==> config.mk <==
export PLATFORM = sky130hd
export DESIGN_NAME = sram_bank_arbiter
export DESIGN_NICKNAME = d
export VERILOG_FILES = /design/src/rtl/sram_bank_arbiter.sv
export SDC_FILE = /design/constraint.sdc
export NUM_CORES = 1
export LEC_CHECK = 0
export ABC_AREA = 0
export BUFFER_PORTS_ARGS = -buffer_cell sky130_fd_sc_hd__buf_4
export CAP_MARGIN = 20
export CELL_PAD_IN_SITES_DETAIL_PLACEMENT = 0
export CELL_PAD_IN_SITES_GLOBAL_PLACEMENT = 1
export CORE_AREA = 2 2 219 221
export DETAILED_ROUTE_END_ITERATION = 16
export DIE_AREA = 0 0 221 223
export PLACE_DENSITY_LB_ADDON = 0.2
export SYNTH_ARGS = -nofsm -noshare
export SYNTH_HDL_FRONTEND = slang
export SYNTH_SLANG_ARGS = --single-unit
export TNS_END_PERCENT = 30
==> constraint.sdc <==
create_clock -name clk -period 6.05 [get_ports clk]
set_clock_uncertainty 0.1 [all_clocks]
set_input_delay 0.3025 -clock clk [delete_from_list [all_inputs] [get_ports clk]]
set_output_delay 0.3025 -clock clk [all_outputs]
set_load 0.005 [all_outputs]
==> src/rtl/sram_bank_arbiter.sv <==
// sram_bank_arbiter
// Shares one banked SRAM port between N_REQ load/store requesters.
// Round-robin arbitration grants at most one request per cycle. A granted
// byte address is decoded into {bank, word}, and the bank strobes are driven
// combinationally from the grant. Reads return on a shared response bus
// RD_LAT cycles later. Each requester may have only one read outstanding.
//
// Ports
//   clk, rst_n     clock (rising edge), asynchronous active-low reset
//   req_valid/we   per-requester request valid and write flag
//   req_addr       per-requester byte address (slice i = requester i)
//   req_wdata      per-requester write data
//   req_wmask      per-requester byte mask (1 = keep the old byte)
//   req_ready      one-hot grant, combinational
//   rsp_valid      one-hot read-return pulse
//   rsp_rdata      read data of the returning requester
//   rsp_err        the returning read was out of range (rsp_rdata = 0)
//   mem_en         one-hot bank enable
//   mem_we         write strobe for the enabled bank
//   mem_addr       word address within the bank
//   mem_wdata      write data
//   mem_wmask      byte mask for the write
//   mem_rdata      per-bank read data, valid RD_LAT cycles after mem_en
//   busy           a request is waiting or a read is in flight
module sram_bank_arbiter #(
  parameter int N_REQ      = 4,
  parameter int ADDR_W     = 16,
  parameter int DATA_W     = 32,
  parameter int BYTE_W     = DATA_W / 8,
  parameter int BANKS      = 8,
  parameter int MEM_ADDR_W = 10,
  parameter int RD_LAT     = 1
) (
  input  logic                      clk,
  input  logic                      rst_n,
  input  logic [N_REQ-1:0]          req_valid,
  output logic [N_REQ-1:0]          req_ready,
  input  logic [N_REQ-1:0]          req_we,
  input  logic [N_REQ*ADDR_W-1:0]   req_addr,
  input  logic [N_REQ*DATA_W-1:0]   req_wdata,
  input  logic [N_REQ*BYTE_W-1:0]   req_wmask,
  output logic [N_REQ-1:0]          rsp_valid,
  output logic [DATA_W-1:0]         rsp_rdata,
  output logic                      rsp_err,
  output logic [BANKS-1:0]          mem_en,
  output logic                      mem_we,
  output logic [MEM_ADDR_W-1:0]     mem_addr,
  output logic [DATA_W-1:0]         mem_wdata,
  output logic [BYTE_W-1:0]         mem_wmask,
  input  logic [BANKS*DATA_W-1:0]   mem_rdata,
  output logic                      busy
);

  localparam int BANK_W = (BANKS > 1) ? $clog2(BANKS) : 1;
  localparam int ID_W   = $clog2(N_REQ);
  localparam int HI_LSB = 2 + MEM_ADDR_W + BANK_W;

  // Out of range: any bit above the bank field, or a bank index that does
  // not exist (only possible when BANKS is not a power of two or is 1).
  function automatic logic addr_oor(input logic [ADDR_W-1:0] a);
    logic [BANK_W-1:0] b;
    b = a[2+MEM_ADDR_W +: BANK_W];
    return ((a >> HI_LSB) != '0) || (int'(b) >= BANKS);
  endfunction

  logic [ID_W-1:0]   rr_ptr;
  logic [N_REQ-1:0]  pending;

  logic              vld_p  [RD_LAT];
  logic [ID_W-1:0]   id_p   [RD_LAT];
  logic [BANK_W-1:0] bank_p [RD_LAT];
  logic              err_p  [RD_LAT];

  logic              ret_vld;
  logic [ID_W-1:0]   ret_id;
  logic [BANK_W-1:0] ret_bank;
  logic              ret_err;
  logic [N_REQ-1:0]  ret_hot;

  logic [N_REQ-1:0]  elig;
  logic              gnt_any;
  logic [ID_W-1:0]   gnt_id;
  logic [ADDR_W-1:0] gnt_addr;
  logic [BANK_W-1:0] gnt_bank;
  logic              gnt_we;
  logic              gnt_oor;
  logic              mem_access;
  logic              rd_gnt;

  assign ret_vld  = vld_p[RD_LAT-1];
  assign ret_id   = id_p[RD_LAT-1];
  assign ret_bank = bank_p[RD_LAT-1];
  assign ret_err  = err_p[RD_LAT-1];
  assign ret_hot  = ret_vld ? (N_REQ'(1) << ret_id) : '0;

  // A read returning this cycle frees its requester for a new grant now.
  assign elig = rst_n ? (req_valid & ~(pending & ~ret_hot)) : '0;

  always_comb begin
    gnt_any = 1'b0;
    gnt_id  = '0;
    for (int k = 0; k < N_REQ; k++) begin
      if (!gnt_any && elig[ID_W'((int'(rr_ptr) + k) % N_REQ)]) begin
        gnt_any = 1'b1;
        gnt_id  = ID_W'((int'(rr_ptr) + k) % N_REQ);
      end
    end
  end

  assign gnt_addr   = req_addr[gnt_id*ADDR_W +: ADDR_W];
  assign gnt_bank   = gnt_addr[2+MEM_ADDR_W +: BANK_W];
  assign gnt_we     = req_we[gnt_id];
  assign gnt_oor    = addr_oor(gnt_addr);
  assign mem_access = gnt_any && !gnt_oor;
  // Out-of-range reads still travel down the return pipe to report rsp_err.
  assign rd_gnt     = gnt_any && !gnt_we;

  assign req_ready = gnt_any ? (N_REQ'(1) << gnt_id) : '0;
  assign mem_en    = mem_access ? (BANKS'(1) << gnt_bank) : '0;
  assign mem_we    = mem_access && gnt_we;
  assign mem_addr  = mem_access ? gnt_addr[2 +: MEM_ADDR_W] : '0;
  assign mem_wdata = mem_access ? req_wdata[gnt_id*DATA_W +: DATA_W] : '0;
  assign mem_wmask = mem_access ? req_wmask[gnt_id*BYTE_W +: BYTE_W] : '0;

  assign busy = rst_n && ((|req_valid) || (|pending));

  always_ff @(posedge clk or negedge rst_n) begin
    if (!rst_n) begin
      rr_ptr  <= '0;
      pending <= '0;
      for (int k = 0; k < RD_LAT; k++) vld_p[k] <= 1'b0;
    end else begin
      if (gnt_any) rr_ptr <= (int'(gnt_id) == N_REQ - 1) ? '0 : gnt_id + 1'b1;
      // A re-grant in the return cycle must win over the clear.
      pending <= (pending & ~ret_hot) | (rd_gnt ? req_ready : '0);
      // p0: read captured at its grant edge
      vld_p[0] <= rd_gnt;
      // p1..pN: aligned with the SRAM read latency
      for (int k = 1; k < RD_LAT; k++) vld_p[k] <= vld_p[k-1];
    end
  end

  always_ff @(posedge clk) begin
    // p0: read captured at its grant edge
    id_p[0]   <= gnt_id;
    bank_p[0] <= gnt_bank;
    err_p[0]  <= gnt_oor;
    // p1..pN: aligned with the SRAM read latency
    for (int k = 1; k < RD_LAT; k++) begin
      id_p[k]   <= id_p[k-1];
      bank_p[k] <= bank_p[k-1];
      err_p[k]  <= err_p[k-1];
    end
  end

  // Return stage: select the bank that was addressed RD_LAT cycles ago.
  assign rsp_valid = ret_hot;
  assign rsp_err   = ret_vld && ret_err;
  assign rsp_rdata = (ret_vld && !ret_err) ? mem_rdata[ret_bank*DATA_W +: DATA_W] : '0;

endmodule

-- After elaboration in Yosys (flattened, before gate mapping)
Memories as Yosys holds them, arrays and structs flattened.
Index checks and enable logic that the tools add are counted.
- register bits: 7
- memory bits (writable): 6
- input bits: 474
- output and inout bits: 97
- word-level logic and storage cells: 78
- memories kept: 3
- memory list (memory ; words ; bits a word ; read ports ; clocked after Yosys merged registers in ; wr ports ; RTL line ; source):
    bank_p ; 1 ; 3 ; 1 ; 0 ; 1 ; 71 ; logic [BANK_W-1:0] bank_p [RD_LAT];
    id_p ; 1 ; 2 ; 1 ; 0 ; 1 ; 70 ; logic [ID_W-1:0] id_p [RD_LAT];
    err_p ; 1 ; 1 ; 1 ; 0 ; 1 ; 72 ; logic err_p [RD_LAT];
- add/sub/neg operators: 4
- magnitude comparators: 5
- equality and inequality tests: 1
- shift operators: 7
- mux-type cells: 32
- bitwise gates (word level): 5
- reductions and logical operators: 18
- operators by type and width (operator ; count):
    variable part select 256 x 9 -> 32 bit ; 1
    variable part select 128 x 8 -> 32 bit ; 1
    two-way mux 32 bit ; 2
    variable part select 64 x 7 -> 16 bit ; 1
    two-way mux 4 bit ; 5
    less-than comparator 2 x 4 -> 1 bit (second input constant) ; 4
    variable part select 16 x 5 -> 4 bit ; 1
    two-way mux 1 bit ; 13
    binary-select mux 1 bit (select 2 bit) ; 5
    two-way mux 10 bit ; 1
    two-way mux 2 bit ; 5
    logical AND 1 bit ; 9
    AND 4 bit ; 2
    two-way mux 8 bit ; 1
    NOT 4 bit ; 2
    OR reduction 4 bit ; 2
    << shifter 1 x 2 -> 4 bit (first input constant) ; 2
    << shifter 1 x 3 -> 8 bit (first input constant) ; 1
    zero test 1 bit ; 6
    adder 2 x 1 -> 2 bit (second input constant) ; 2
    adder 2 bit (second input constant) ; 2
    OR 4 bit ; 1
    less-than comparator 2 x 3 -> 1 bit (second input constant) ; 1
    == test 2 x 1 -> 1 bit (second input constant) ; 1
    logical OR 1 bit ; 1

-- Longest topological paths before layout
- depth in word-level cells: 26
- depth in mapped cells: 10
- gate-level depth less buffers: 8

-- Least setup slack after synthesis
No wires, ideal clock.
- kind: register -> output
- start point: reg vld_p (netlist: ret_vld)
- end point: out mem_en[0]
- arrival: 2.306 ns
- path slack: 3.342 ns
- cell stages (with the launch flop): 10
- path through: dfrtp_1 -> or3b_4 -> a211oi_4 -> nor2_2 -> o221ai_4 -> buf_6 -> mux2i_1 -> mux2_4 -> inv_1 -> nor4_1
- elaborated cells on any way between the ends: 37
- those cells by class: 2 x shift; 23 x mux; 4 x bitwise; 8 x reduce/logical
- RTL lines (what ; RTL line ; source):
    start: declaration ; 69 ; logic vld_p [RD_LAT];
    two-way mux 4 bit * ; 94 ; assign ret_hot = ret_vld ? (N_REQ'(1) << ret_id) : '0;
    NOT 4 bit * ; 97 ; assign elig = rst_n ? (req_valid & ~(pending & ~ret_hot)) : '0;
    AND 4 bit * ; 97 ;
    NOT 4 bit * ; 97 ;
    AND 4 bit * ; 97 ;
    two-way mux 4 bit * ; 97 ;
    binary-select mux 1 bit (select 2 bit) ; 103 ; if (!gnt_any && elig[ID_W'((int'(rr_ptr) + k) % N_REQ)]) begin
    two-way mux 1 bit (not written as such) (2 in a row) ; 103 ;
    [6 not listed] ; n/a ;
    two-way mux 1 bit ; 103 ;
    zero test 1 bit ; 103 ;
    logical AND 1 bit ; 103 ;
    two-way mux 2 bit * ; 103 ;
    variable part select 64 x 7 -> 16 bit * ; 110 ; assign gnt_addr = req_addr[gnt_id*ADDR_W +: ADDR_W];
    net gnt_addr[14] ; 83 ; logic [ADDR_W-1:0] gnt_addr;
    << shifter 1 x 3 -> 8 bit * ; 119 ; assign mem_en = mem_access ? (BANKS'(1) << gnt_bank) : '0;
    two-way mux 8 bit * ; 119 ;
    end: declaration ; 45 ; output logic [BANKS-1:0] mem_en,
Mark *: on every way through the listed nets, which the timed path passes. The rest lies on a longest branch. The select of a mux whose other input is x is not followed.

-- Final worst setup path
- start point: in rst_n
- end point: out mem_wdata[23]
- longest elaborated chain between the ends: 18
- elaborated cells on any way between the ends: 32
- those cells by class: 2 x shift; 22 x mux; 8 x reduce/logical
- RTL lines (what ; RTL line ; source):
    start: declaration ; 35 ; input logic rst_n,
    two-way mux 4 bit * ; 97 ;
    binary-select mux 1 bit (select 2 bit) ; 103 ;
    two-way mux 1 bit (not written as such) (2 in a row) ; 103 ;
    two-way mux 1 bit ; 103 ;
    zero test 1 bit ; 103 ;
    logical AND 1 bit ; 103 ;
    two-way mux 1 bit ; 103 ;
    zero test 1 bit ; 103 ;
    logical AND 1 bit ; 103 ;
    two-way mux 1 bit ; 103 ;
    zero test 1 bit ; 103 ;
    logical AND 1 bit ; 103 ;
    two-way mux 2 bit ; 103 ;
    variable part select 64 x 7 -> 16 bit ; 110 ;
    zero test 1 bit ; 114 ; assign mem_access = gnt_any && !gnt_oor;
    logical AND 1 bit ; 114 ;
    two-way mux 32 bit * ; 122 ; assign mem_wdata = mem_access ? req_wdata[gnt_id*DATA_W +: DATA_W] : '0;
    end: declaration ; 48 ; output logic [DATA_W-1:0] mem_wdata,
Mark *: on every way between the ends. The rest lies on a longest branch, timed or not. The select of a mux whose other input is x is not followed.

==> parameters.txt <==
Parameter                              Value

Outcome
  Run status    finished clean

STA
  Worst max-slew margin expressed relative to the limit    37.7%
  Setup_tns    0 ns
  Maximum clock frequency    235 MHz
  Setup repair after global routing missed its margin    false
  Final Max Slew Viols    0
  Final hold slack    0.335 ns
  Setup ws final    1.80 ns
  # setup viols final    0
  Endpoints failing hold    0
  Worst-margin pin slew    0.934 ns
  Portion of the clock cycle consumed by the worst path in the final layout    70.2%
  Final Critical Period    4.25 ns

Clock network
  Clock latency on the worst-skew pair    0.24 ns
  Root cell of the clock tree    sky130_fd_sc_hd__clkbuf_16
  CTS HTree Levels    1
  Clock sink count    13
  Buffers from clock root to sink, at most    2
  CTS tree    done
  Clock-pin slew reported for the worst setup and hold paths after clock tree synthesis    0.05 ns
  Clock buffer count from CTS    3
  Setup repair bufs after CTS    0

Pwr
  PwrDens    285 nW/um^2
  Leakage power summed over all cells    4.39 nW
  Worst-case vdd ir drop    0.000156 V

Synth
  Mux share of post-synthesis cell area    43.3%
  Count of flip-flops with a built-in enable after synthesis    0
  Fraction of synthesized cell area in xor and xnor cells    0%
  Post-Syn Nets    992
  Number of flip-flops and latches in the synthesized netlist    13
  Main combinational cell family by area after synthesis    multiplexers
  Warnings from Yosys    0
  Most instantiated flip-flop cell in the synthesis netlist    sky130_fd_sc_hd__dfrtp_1
  Share of synthesized cell area in full adder, half adder and majority cells    1.12%
  Synthesized area    4470 sq um
  Fraction of the mapped netlist area in compound gates    20.8%
  Sequential-to-total area share from yosys stat    6.60%
  Fraction of synthesis flops using an asynchronous set or reset pin    53.8%
  Number of distinct standard cells referenced by the synthesized netlist    38
  Simple-gate area share of the yosys netlist    21.3%
  Post-Synthesis Mean Instance Area    8.70 sq um
  Synthesized netlist cell count    514

Detailed routing
  Drt wl/cell    19.2 um
  Routed WL    31.7 mm
  Initial DRT Pass Iterations    4
  Antenna-violating nets left    0
  Post-DR vias/cell    3.93
  Number of DRC markers in iteration 0    185
  Vias    6498
  Final routed DRC violation total    0

Worst setup path
  Arrival time reported for the critical path endpoint    3.84 ns
  Max FO, Critical Path    100
  Critical path startpoint category    input pin
  Data required time of the critical path    5.65 ns
  Endpoint class of the critical path    primary output
  Setup CP Type    input pin to primary output

Placed design
  Cell count after placement    1645
  Port bufs    562
  Post-placement worst setup slack    2.16 ns
  Placed cell area    9320 sq um
  Half-perimeter wire length of the detailed placement result    27.1 mm
  RePlAce Congestion    0.784

Die
  Die area    49300 sq um
  Floorplan die width    221 um
  I/O pin count    571
  Initial Util    9.49%
  Overall die height    223 um
  Area inside the core boundary    47100 sq um
  Std-Cell Rows    80

Layout
  Nets    1514
  Post-synthesis to final-layout area growth    110%
  Cell area after layout    9410 sq um
  Count of placed standard cells in the final layout, fillers left out    1652
  Share of final-layout standard cells stronger than drive strength 1    63.5%

GRT
  Global-route wire length before repair    45.4 mm
  Grt ovf    0
  All-layer global routing usage    12.0%
  Antenna violations before repair    6
  Vias in the first global route    6897
  Pin count of the biggest net entering global routing    101

Hold path
  Tightest Hold Check Type    input pin to async pin

Flow run
  Number of maximum-capacitance constraint violations    0
-- critical path, stage by stage --
cell and delay (ns):
sky130_fd_sc_hd__dlygate4sd3_1 0.52, sky130_fd_sc_hd__buf_4 0.20, sky130_fd_sc_hd__nand2_1 0.07, sky130_fd_sc_hd__a21oi_1 0.39, sky130_fd_sc_hd__mux2i_2 0.18, sky130_fd_sc_hd__o221ai_4 0.38
sky130_fd_sc_hd__buf_12 0.38, sky130_fd_sc_hd__inv_2 0.43, sky130_fd_sc_hd__buf_4 0.33, sky130_fd_sc_hd__a211oi_1 0.33, sky130_fd_sc_hd__a311oi_1 0.09, sky130_fd_sc_hd__buf_4 0.18
-- kinds of logic after synthesis --
group	Yosys count
DFF	13
AOI/OAI and AO/OA	112
buffers and inverters	69
adders and majority gates	4
and+or+nand+nor	204
muxes	112
-- cell usage in the layout, fill, tap and decap left out, types with 2 or more instances in the layout --
master                        n
sky130_fd_sc_hd__buf_4      573
sky130_fd_sc_hd__nand2_1     97
sky130_fd_sc_hd__mux4_2      64
sky130_fd_sc_hd__and2_1      52
sky130_fd_sc_hd__a211oi_1    46
sky130_fd_sc_hd__a311oi_1    46
sky130_fd_sc_hd__mux2i_1     43
sky130_fd_sc_hd__nor2_1      35
sky130_fd_sc_hd__nor4_1      11
sky130_fd_sc_hd__inv_1       10
sky130_fd_sc_hd__dfrtp_1      7
sky130_fd_sc_hd__a21oi_1      5
sky130_fd_sc_hd__a22o_1       5
sky130_fd_sc_hd__ha_1         4
sky130_fd_sc_hd__clkbuf_16    3
sky130_fd_sc_hd__dfxtp_1      3
sky130_fd_sc_hd__diode_2      2
sky130_fd_sc_hd__nand3b_1     2
sky130_fd_sc_hd__nand3_1      2
sky130_fd_sc_hd__a21o_1       2
sky130_fd_sc_hd__mux2_4       2
sky130_fd_sc_hd__mux2_2       2
sky130_fd_sc_hd__dfxtp_2      2
-- layer usage --
| metal | vias up | part of all wire (%) | GRT usage, % |
|---|---|---|---|
| met5 | - | 0.069 | 0 |
| met4 | 4 | 2.0 | 2.47 |
| met3 | 22 | 9.3 | 3.94 |
| met2 | 364 | 54 | 23.2 |
| met1 | 3048 | 35 | 12.4 |
| li1 | 3060 | - | - |
-- per-stage QoR --
| stage | power (mW) | util, % |
|---|---|---|
| final | 2.68 | 20.0 |
| after detailed placement | 2.62 | 19.8 |
| after global placement | 2.64 | 19.8 |
| after floorplan | 1.61 | - |
| after CTS | 2.76 | 19.9 |
| after global routing | 2.92 | 20.0 |
-- where the power goes --
part	internal, mW	total (mW)	switching [mW]
clock	0.0890	0.126	0.0374
sequential	0.131	0.213	0.0827
combinational	1.19	2.34	1.16
-- flip-flops by register name, summed over array words and instances, names as in the netlist --
register and count:
pending 4, err_p 1, ret_vld 1, bank_p 3
rr_ptr 2, id_p 2
-- worst paths after layout --
kind | depth (start not counted) | slack (ns) | end | start
worst max-delay path | 12 | 1.80 | mem_wdata[23] | rst_n
worst min-delay path | 2 | 0.33 | pending[2] | rst_n
worst max register to register | 10 | 2.42 | pending[3] | ret_vld
worst min register to register | 1 | 0.45 | pending[3] | pending[3]
max in group asynchronous | 2 | 5.36 | rr_ptr[0] | rst_n
min in group clk | 3 | 0.40 | err_p[0] | req_addr[63]
-- what timing repair did --
action | 4_1_cts | 5_1_grt
resized for setup | 0 | 0
setup endpoints to repair | 0 | 0
hold buffers | 1 | 0
hold endpoints to repair | 7 | 0
-- cells in the mapped netlist, drive strengths merged (4+ instances only) --
master / n / area share, %
dfrtp: 7 / 3.9
a311oi: 46 / 9.0
mux4: 64 / 32
ha: 4 / 1.1
clkbuf: 34 / 2.9
mux2i: 44 / 9.9
inv: 11 / 0.92
nor2: 36 / 3.1
mux2: 4 / 1.2
a211oi: 47 / 8.2
and2: 52 / 7.3
buf: 24 / 3.0
a21oi: 6 / 0.76
nor4: 11 / 1.5
nand2: 97 / 8.1
a22o: 5 / 0.98
dfxtp: 6 / 2.7
-- area by class of cell --
| cell class | count | area [sq um] |
|---|---|---|
| fillers | 5358 | 37700 |
| repair buffers | 575 | 4330 |
| multi-input cells | 432 | 3880 |
| well taps | 615 | 769 |
| flip-flops and latches | 13 | 302 |
| clock buffers | 4 | 78.8 |
| inverters | 11 | 41.3 |
| diodes | 2 | 5.00 |
Note: power is estimated with default switching activity, not from simulation.
